File: config.mk
export PLATFORM = sky130hd
export DESIGN_NAME = silife_demo_seq
export DESIGN_NICKNAME = d
export VERILOG_FILES = /design/src/rtl/silife_pkg.sv /design/src/rtl/silife_pattern_rom.sv /design/src/rtl/silife_demo_seq.sv
export SDC_FILE = /design/constraint.sdc
export NUM_CORES = 1
export LEC_CHECK = 0
export ABC_CLOCK_PERIOD_IN_PS = 3400
export BUFFER_PORTS_ARGS = -buffer_cell sky130_fd_sc_hd__clkbuf_2
export CORE_AREA = 8 8 101 103
export DETAILED_ROUTE_END_ITERATION = 7
export DIE_AREA = 0 0 109 111
export GPL_ROUTABILITY_DRIVEN = 0
export PLACE_DENSITY_LB_ADDON = 0.2
export RECOVER_POWER = 100
export SKIP_CTS_REPAIR_TIMING = 1
export SYNTH_ARGS = -nofsm -noshare
export SYNTH_HDL_FRONTEND = slang
export SYNTH_HIERARCHICAL = 1
export SYNTH_SLANG_ARGS = --single-unit
File: constraint.sdc
create_clock -name clk -period 3.4 [get_ports clk]
set_input_delay 0.17 -clock clk [delete_from_list [all_inputs] [get_ports clk]]
set_output_delay 0.17 -clock clk [all_outputs]
set_load 0.01 [all_outputs]
File: src/rtl/silife_pkg.sv
// Shared types and helpers for the SiLife demo sequencer.
package silife_pkg;

  // Sequencer phases: load the grid row by row, then run generation steps.
  typedef enum logic [0:0] {
    ST_LOAD = 1'b0,
    ST_RUN  = 1'b1
  } silife_state_e;

  // Suggested step period for a free-running demo on a ~MHz-class clock.
  localparam int DEFAULT_PERIOD = 4_000_000;

  // Number of distinct built-in pattern shapes; larger ROMs repeat them.
  localparam int NUM_PATTERN_KINDS = 4;

  // Width of a pattern index; never narrower than one bit.
  function automatic int pat_width(input int num_patterns);
    return (num_patterns <= 1) ? 1 : $clog2(num_patterns);
  endfunction

  // Width of a row index.
  function automatic int row_width(input int rows);
    return (rows <= 1) ? 1 : $clog2(rows);
  endfunction

endpackage

File: src/rtl/silife_pattern_rom.sv
// Combinational pattern ROM. Each ROM row is a COLS-bit word whose MSB is
// grid column 0; the output is reordered so data[c] is column c.
// Shapes (ROM word view): 0 = glider in the top-left corner,
// 1 = checkerboard, 2 = diagonal line, 3 = row-number hash.
module silife_pattern_rom
  import silife_pkg::*;
#(
  parameter int ROWS         = 32,
  parameter int COLS         = 8,
  parameter int NUM_PATTERNS = 4,
  localparam int ROW_W       = row_width(ROWS),
  localparam int PAT_W       = pat_width(NUM_PATTERNS)
) (
  input  logic [PAT_W-1:0] pat,
  input  logic [ROW_W-1:0] row,
  output logic [COLS-1:0]  data
);

  logic [1:0]      w_kind;
  logic [31:0]     w_row32;
  logic [COLS-1:0] w_hash;
  logic [COLS-1:0] w_word;

  assign w_kind  = 2'(int'(pat) % NUM_PATTERN_KINDS);
  assign w_row32 = 32'(row);
  assign w_hash  = COLS'(w_row32 * 32'd37 + 32'd11);

  // Build the ROM word for the selected shape and row.
  always_comb begin
    w_word = '0;
    case (w_kind)
      2'd0: begin
        if (w_row32 == 32'd0)      w_word[COLS-2] = 1'b1;
        else if (w_row32 == 32'd1) w_word[COLS-3] = 1'b1;
        else if (w_row32 == 32'd2) w_word[COLS-1 -: 3] = 3'b111;
      end
      2'd1: begin
        for (int b = 0; b < COLS; b++) w_word[b] = (b % 2 == 1) ^ w_row32[0];
      end
      2'd2: begin
        for (int b = 0; b < COLS; b++) w_word[b] = (32'(COLS - 1 - b) == (w_row32 % 32'(COLS)));
      end
      default: begin
        w_word = w_hash;
      end
    endcase
  end

  // ROM word MSB lands on column 0.
  always_comb begin
    data = '0;
    for (int c = 0; c < COLS; c++) data[c] = w_word[COLS-1-c];
  end

endmodule

File: src/rtl/silife_demo_seq.sv
// Demo sequencer for the SiLife cell array: loads a ROM pattern into the
// grid one row per cycle, then issues periodic or single generation steps.
//
// Requests: load and single_step are single-cycle pulses sampled on an
// enabled clock edge; nothing is queued, a request seen while en=0 is lost.
// load has priority over any step in the same cycle.
module silife_demo_seq
  import silife_pkg::*;
#(
  parameter int ROWS         = 32,
  parameter int COLS         = 8,
  parameter int NUM_PATTERNS = 4,
  parameter int CNT_W        = 32,
  localparam int ROW_W       = row_width(ROWS),
  localparam int PAT_W       = pat_width(NUM_PATTERNS)
) (
  input  logic             clk,
  input  logic             rst_n,
  input  logic             en,
  input  logic [PAT_W-1:0] pattern_sel,
  input  logic             load,
  input  logic [CNT_W-1:0] period,
  input  logic             pause,
  input  logic             single_step,
  output logic [ROW_W-1:0] row_select,
  output logic [COLS-1:0]  cells,
  output logic             wr_en,
  output logic             step,
  output logic             busy,
  output silife_state_e    dbg_state
);

  localparam logic [ROW_W-1:0] ROW_LAST  = ROW_W'(ROWS - 1);
  localparam logic [ROW_W-1:0] ROW_ONE   = {{(ROW_W-1){1'b0}}, 1'b1};
  localparam logic [CNT_W-1:0] CNT_ONE   = {{(CNT_W-1){1'b0}}, 1'b1};
  localparam logic [PAT_W:0]   NUM_PAT_L = NUM_PATTERNS[PAT_W:0];

  silife_state_e    r_state;
  logic [ROW_W-1:0] r_row;
  logic [PAT_W-1:0] r_pat;
  logic [CNT_W-1:0] r_cnt;
  logic             r_wr_en;
  logic             r_step;
  logic [PAT_W-1:0] w_sel_norm;

  // Out-of-range selections fall back to pattern 0.
  assign w_sel_norm = ({1'b0, pattern_sel} >= NUM_PAT_L) ? '0 : pattern_sel;

  // Sequencer FSM with row counter, step counter and request arbitration.
  always_ff @(posedge clk) begin
    if (!rst_n) begin
      r_state <= ST_LOAD;
      r_row   <= '0;
      r_wr_en <= 1'b0;
      r_step  <= 1'b0;
      r_cnt   <= '0;
      r_pat   <= w_sel_norm;
    end else if (!en) begin
      // Freeze; strobes drop so resuming a load repeats the setup cycle.
      r_wr_en <= 1'b0;
      r_step  <= 1'b0;
    end else if (load) begin
      r_state <= ST_LOAD;
      r_pat   <= w_sel_norm;
      r_row   <= '0;
      r_wr_en <= 1'b0;
      r_step  <= 1'b0;
      r_cnt   <= '0;
    end else begin
      case (r_state)
        ST_LOAD: begin
          r_step <= 1'b0;
          if (!r_wr_en) begin
            r_wr_en <= 1'b1;
          end else if (r_row == ROW_LAST) begin
            r_wr_en <= 1'b0;
            r_row   <= '0;
            r_cnt   <= '0;
            r_state <= ST_RUN;
          end else begin
            r_row <= r_row + ROW_ONE;
          end
        end
        ST_RUN: begin
          r_wr_en <= 1'b0;
          if (pause) begin
            r_step <= single_step;
          end else if (period == '0) begin
            r_cnt  <= '0;
            r_step <= 1'b0;
          end else if (r_cnt >= period - CNT_ONE) begin
            // >= also catches a period shrunk below the running count.
            r_cnt  <= '0;
            r_step <= 1'b1;
          end else begin
            r_cnt  <= r_cnt + CNT_ONE;
            r_step <= 1'b0;
          end
        end
        default: begin
          r_state <= ST_LOAD;
          r_row   <= '0;
          r_wr_en <= 1'b0;
          r_step  <= 1'b0;
        end
      endcase
    end
  end

  silife_pattern_rom #(
    .ROWS        (ROWS),
    .COLS        (COLS),
    .NUM_PATTERNS(NUM_PATTERNS)
  ) u_rom (
    .pat (r_pat),
    .row (r_row),
    .data(cells)
  );

  assign row_select = r_row;
  assign wr_en      = r_wr_en;
  assign step       = r_step;
  assign busy       = (r_state == ST_LOAD);
  assign dbg_state  = r_state;

endmodule

==> impl_metrics.json <==
{
  "run_status": "finished with violations",
  "failed_checks": "setup timing",
  "fp.dieW_um": 109,
  "route.vias.total": 4176,
  "buffer_ports.inserted": 56,
  "power_leakage_nw": 2.248,
  "worstSkewPairLatency_ns": 0.28,
  "clock-root-buffer": "sky130_fd_sc_hd__clkbuf_8",
  "synth.net_count": 608,
  "synth_top_area_share_pct": 19.94,
  "fp-row-count": 34,
  "clk_pin_slew_worst_paths_ns": 0.08,
  "fillerInstances": 749,
  "worst-slew-pin-transition_ns": 1.195,
  "yosysTopAreaCell": "sky130_fd_sc_hd__dfxtp_1",
  "power_mw": 1.031,
  "remaining_global_route_overflow": 0,
  "synth_sequential_area_ratio_pct": 21.44,
  "unrepaired_setup_endpoints_after_global_routing": "true",
  "first_pass_grt_wire_length_um": 17730,
  "post_synth_edffs": 2,
  "total_standard_cell_area_after_synthesis_um2": 4015,
  "syn-instance-count": 510,
  "postPlaceCellArea_um2": 4818,
  "skew_final_ns": 0.01289,
  "power-per-cell-area_nw_per_um2": 196.1,
  "floorplan.initialDensity_pct": 46.96,
  "cts_tree": "done",
  "num_io_pins": 57,
  "detail_route.vias_per_cell": 5.659,
  "path_class": "in2reg",
  "antenna_violations_before_repair": 0,
  "postLayoutCellArea_um2": 5256,
  "wl_um": 11220,
  "mostFrequentLayoutCells": "58 x sky130_fd_sc_hd__nand2_1, 56 x sky130_fd_sc_hd__ha_1, 55 x sky130_fd_sc_hd__buf_4, 40 x sky130_fd_sc_hd__dfxtp_1, 39 x sky130_fd_sc_hd__clkbuf_2",
  "final_layout_size_suffix_gt1_share_pct": 26.67,
  "worst_setup_path_end_kind": "flip-flop",
  "number_of_sinks_on_the_clock_net": 42,
  "setup-violations-final": 1,
  "min_period_ns": 3.411,
  "setup_slack_ns": -0.01055,
  "postRouteAntennaNets": 0,
  "hold-path-cell-count": 1,
  "syn-mean-instance-area_um2": 7.873,
  "yosys-top-cells-area": "sky130_fd_sc_hd__dfxtp_1 20%, sky130_fd_sc_hd__ha_1 17%, sky130_fd_sc_hd__nand2_1 5.7%",
  "asyncSetResetFlopFracSynth_pct": 0,
  "yosys.cell_types.count": 61,
  "clock_path_buffers": 2,
  "h-tree-depth": 2,
  "ys_dominant_reg_cell": "sky130_fd_sc_hd__dfxtp_1",
  "ff_latch_area_um2": 860.8,
  "num_cts_buffers": 5,
  "first_global_vias": 3912,
  "path_max_fanout": 7,
  "grt_start_max_net_pins": 24,
  "part_of_the_cycle_the_worst_path_needs_pct": 100.3,
  "placeableCoreArea_um2": 8551,
  "worst_slew_margin_rel_pct": 19.62,
  "detail_route.wl_per_cell_um": 15.20,
  "yosys_register_bits": 42,
  "grt_usage_pct": 17.22,
  "final-hold-violation-count": 0,
  "drt_first_iter_violations": 186,
  "area_overhead_of_the_layout_relative_to_synthesis_pct": 30.91,
  "antenna-diode-count": 0,
  "mostFrequentLayoutCell": "sky130_fd_sc_hd__nand2_1",
  "remaining_drc_errors": 0,
  "yosys_synthesis_warning_count": 6,
  "detailedPlacementHpwl_um": 8562,
  "worst_setup_path_start_kind": "input pin",
  "fp.dieH_um": 111,
  "max_cap_violations": 0,
  "required_ns": 3.64,
  "hp-class": "in2reg",
  "irDropWorstVdd_mv": 0.2346,
  "multi_input_comb_area_um2": 3254,
  "fmax_ghz": 0.2932,
  "reg2reg_depth": 9,
  "die-area_um2": 12100,
  "nets": 727,
  "worstPathArrival_ns": 3.65,
  "timing_max_transition_violations_final": 0,
  "pre_cts_slack_ns": -0.7603,
  "detail_route.first_pass.iterations": 4
}
[worst max-delay path: stages]
cell and delay [ns]:
sky130_fd_sc_hd__buf_6 0.09, sky130_fd_sc_hd__or4_4 0.54, sky130_fd_sc_hd__nand4b_4 0.21, sky130_fd_sc_hd__or2_4 0.28, sky130_fd_sc_hd__nor2_4 0.10, sky130_fd_sc_hd__nand2_2 0.08
sky130_fd_sc_hd__nor3_4 0.13, sky130_fd_sc_hd__xnor2_1 0.15, sky130_fd_sc_hd__ha_1 0.29, sky130_fd_sc_hd__nand4_1 0.18, sky130_fd_sc_hd__nor4_4 0.06, sky130_fd_sc_hd__a221oi_2 0.26
sky130_fd_sc_hd__o211ai_1 0.24, sky130_fd_sc_hd__buf_4 0.22, sky130_fd_sc_hd__nor3_4 0.24, sky130_fd_sc_hd__buf_6 0.17, sky130_fd_sc_hd__a21o_1 0.11, sky130_fd_sc_hd__a22o_1 0.11
[power breakdown]
group	internal [mW]	switching, mW
registers	0.499	0.00782
logic	0.0944	0.103
clock network	0.164	0.162
[per-stage QoR]
stage               setup TNS, ns  util [%]  hold slack [ns]  instances
finish                   -0.01055     61.47          0.08440        738
global route               -2.603     61.47          0.08012        738
CTS                        -11.52     57.42          0.08046        725
detailed placement         -20.59     56.35           0.3652        717
global placement           -14.17     56.35           0.3630        717
floorplan                       0         -           0.2689        510
[cell usage after synthesis, types with 4 or more instances]
library cell,instances
sky130_fd_sc_hd__nand4_1,7
sky130_fd_sc_hd__nor3_1,14
sky130_fd_sc_hd__nand3_1,34
sky130_fd_sc_hd__a21oi_1,35
sky130_fd_sc_hd__a21o_1,6
sky130_fd_sc_hd__xor2_1,14
sky130_fd_sc_hd__nand2_1,61
sky130_fd_sc_hd__inv_2,4
sky130_fd_sc_hd__and3_1,10
sky130_fd_sc_hd__buf_6,4
sky130_fd_sc_hd__ha_1,56
sky130_fd_sc_hd__nor4_1,9
sky130_fd_sc_hd__dfxtp_1,40
sky130_fd_sc_hd__nand3b_1,4
sky130_fd_sc_hd__clkbuf_1,7
sky130_fd_sc_hd__nand2b_1,10
sky130_fd_sc_hd__xnor2_1,23
sky130_fd_sc_hd__o21ai_0,20
sky130_fd_sc_hd__a22o_1,4
sky130_fd_sc_hd__a22oi_1,4
sky130_fd_sc_hd__a31oi_1,19
sky130_fd_sc_hd__nor2b_1,6
sky130_fd_sc_hd__mux2i_1,4
sky130_fd_sc_hd__and2_1,6
sky130_fd_sc_hd__o21ai_1,5
sky130_fd_sc_hd__nor2_1,38
sky130_fd_sc_hd__inv_1,13
sky130_fd_sc_hd__or3_1,4
[layer usage]
layer  vias to the layer above  GRT usage, %  wire length (um)
met2                        86         30.35              5770
met3                         8         2.209               452
li1                       2125             -                 -
met5                         -             0                 0
met4                         0         3.196               138
met1                      1957         21.56              4858
[path summary, 6_finish.rpt]
path / start / to / slack [ns]
setup reg to reg: row_select[0] / r_cnt[20] / 0.59
hold / removal: pattern_sel[0] / r_pat[0] / 0.08
hold reg to reg: r_cnt[30] / r_cnt[30] / 0.50
setup / recovery: period[9] / r_cnt[23] / -0.01
[cell families after synthesis]
kind of cell	Yosys count	synth area share, %
AO/OA/AOI/OAI	114	17.70
XOR/XNOR	37	8.071
adder cells (fa/ha/maj)	58	18.45
buffers and inverters	29	3.490
flip-flops	42	21.44
multiplexers	4	0.9972
AND/OR/NAND/NOR	226	29.85
[registers in the layout, summed over array words and instances (netlist names)]
signal and flops:
dbg_state 1, step 1, wr_en 1, r_pat 2, row_select 5, r_cnt 32
[area by class of cell]
type	count	area share, %
Inverter	17	1.214
Clock buffer	7	1.642
Multi-Input combinational cell	440	61.91
Clock inverter	1	0.09522
Timing Repair Buffer	123	16.19
Tap cell	108	2.571
Sequential cell	42	16.38
Power figures use the tool's default switching activity.
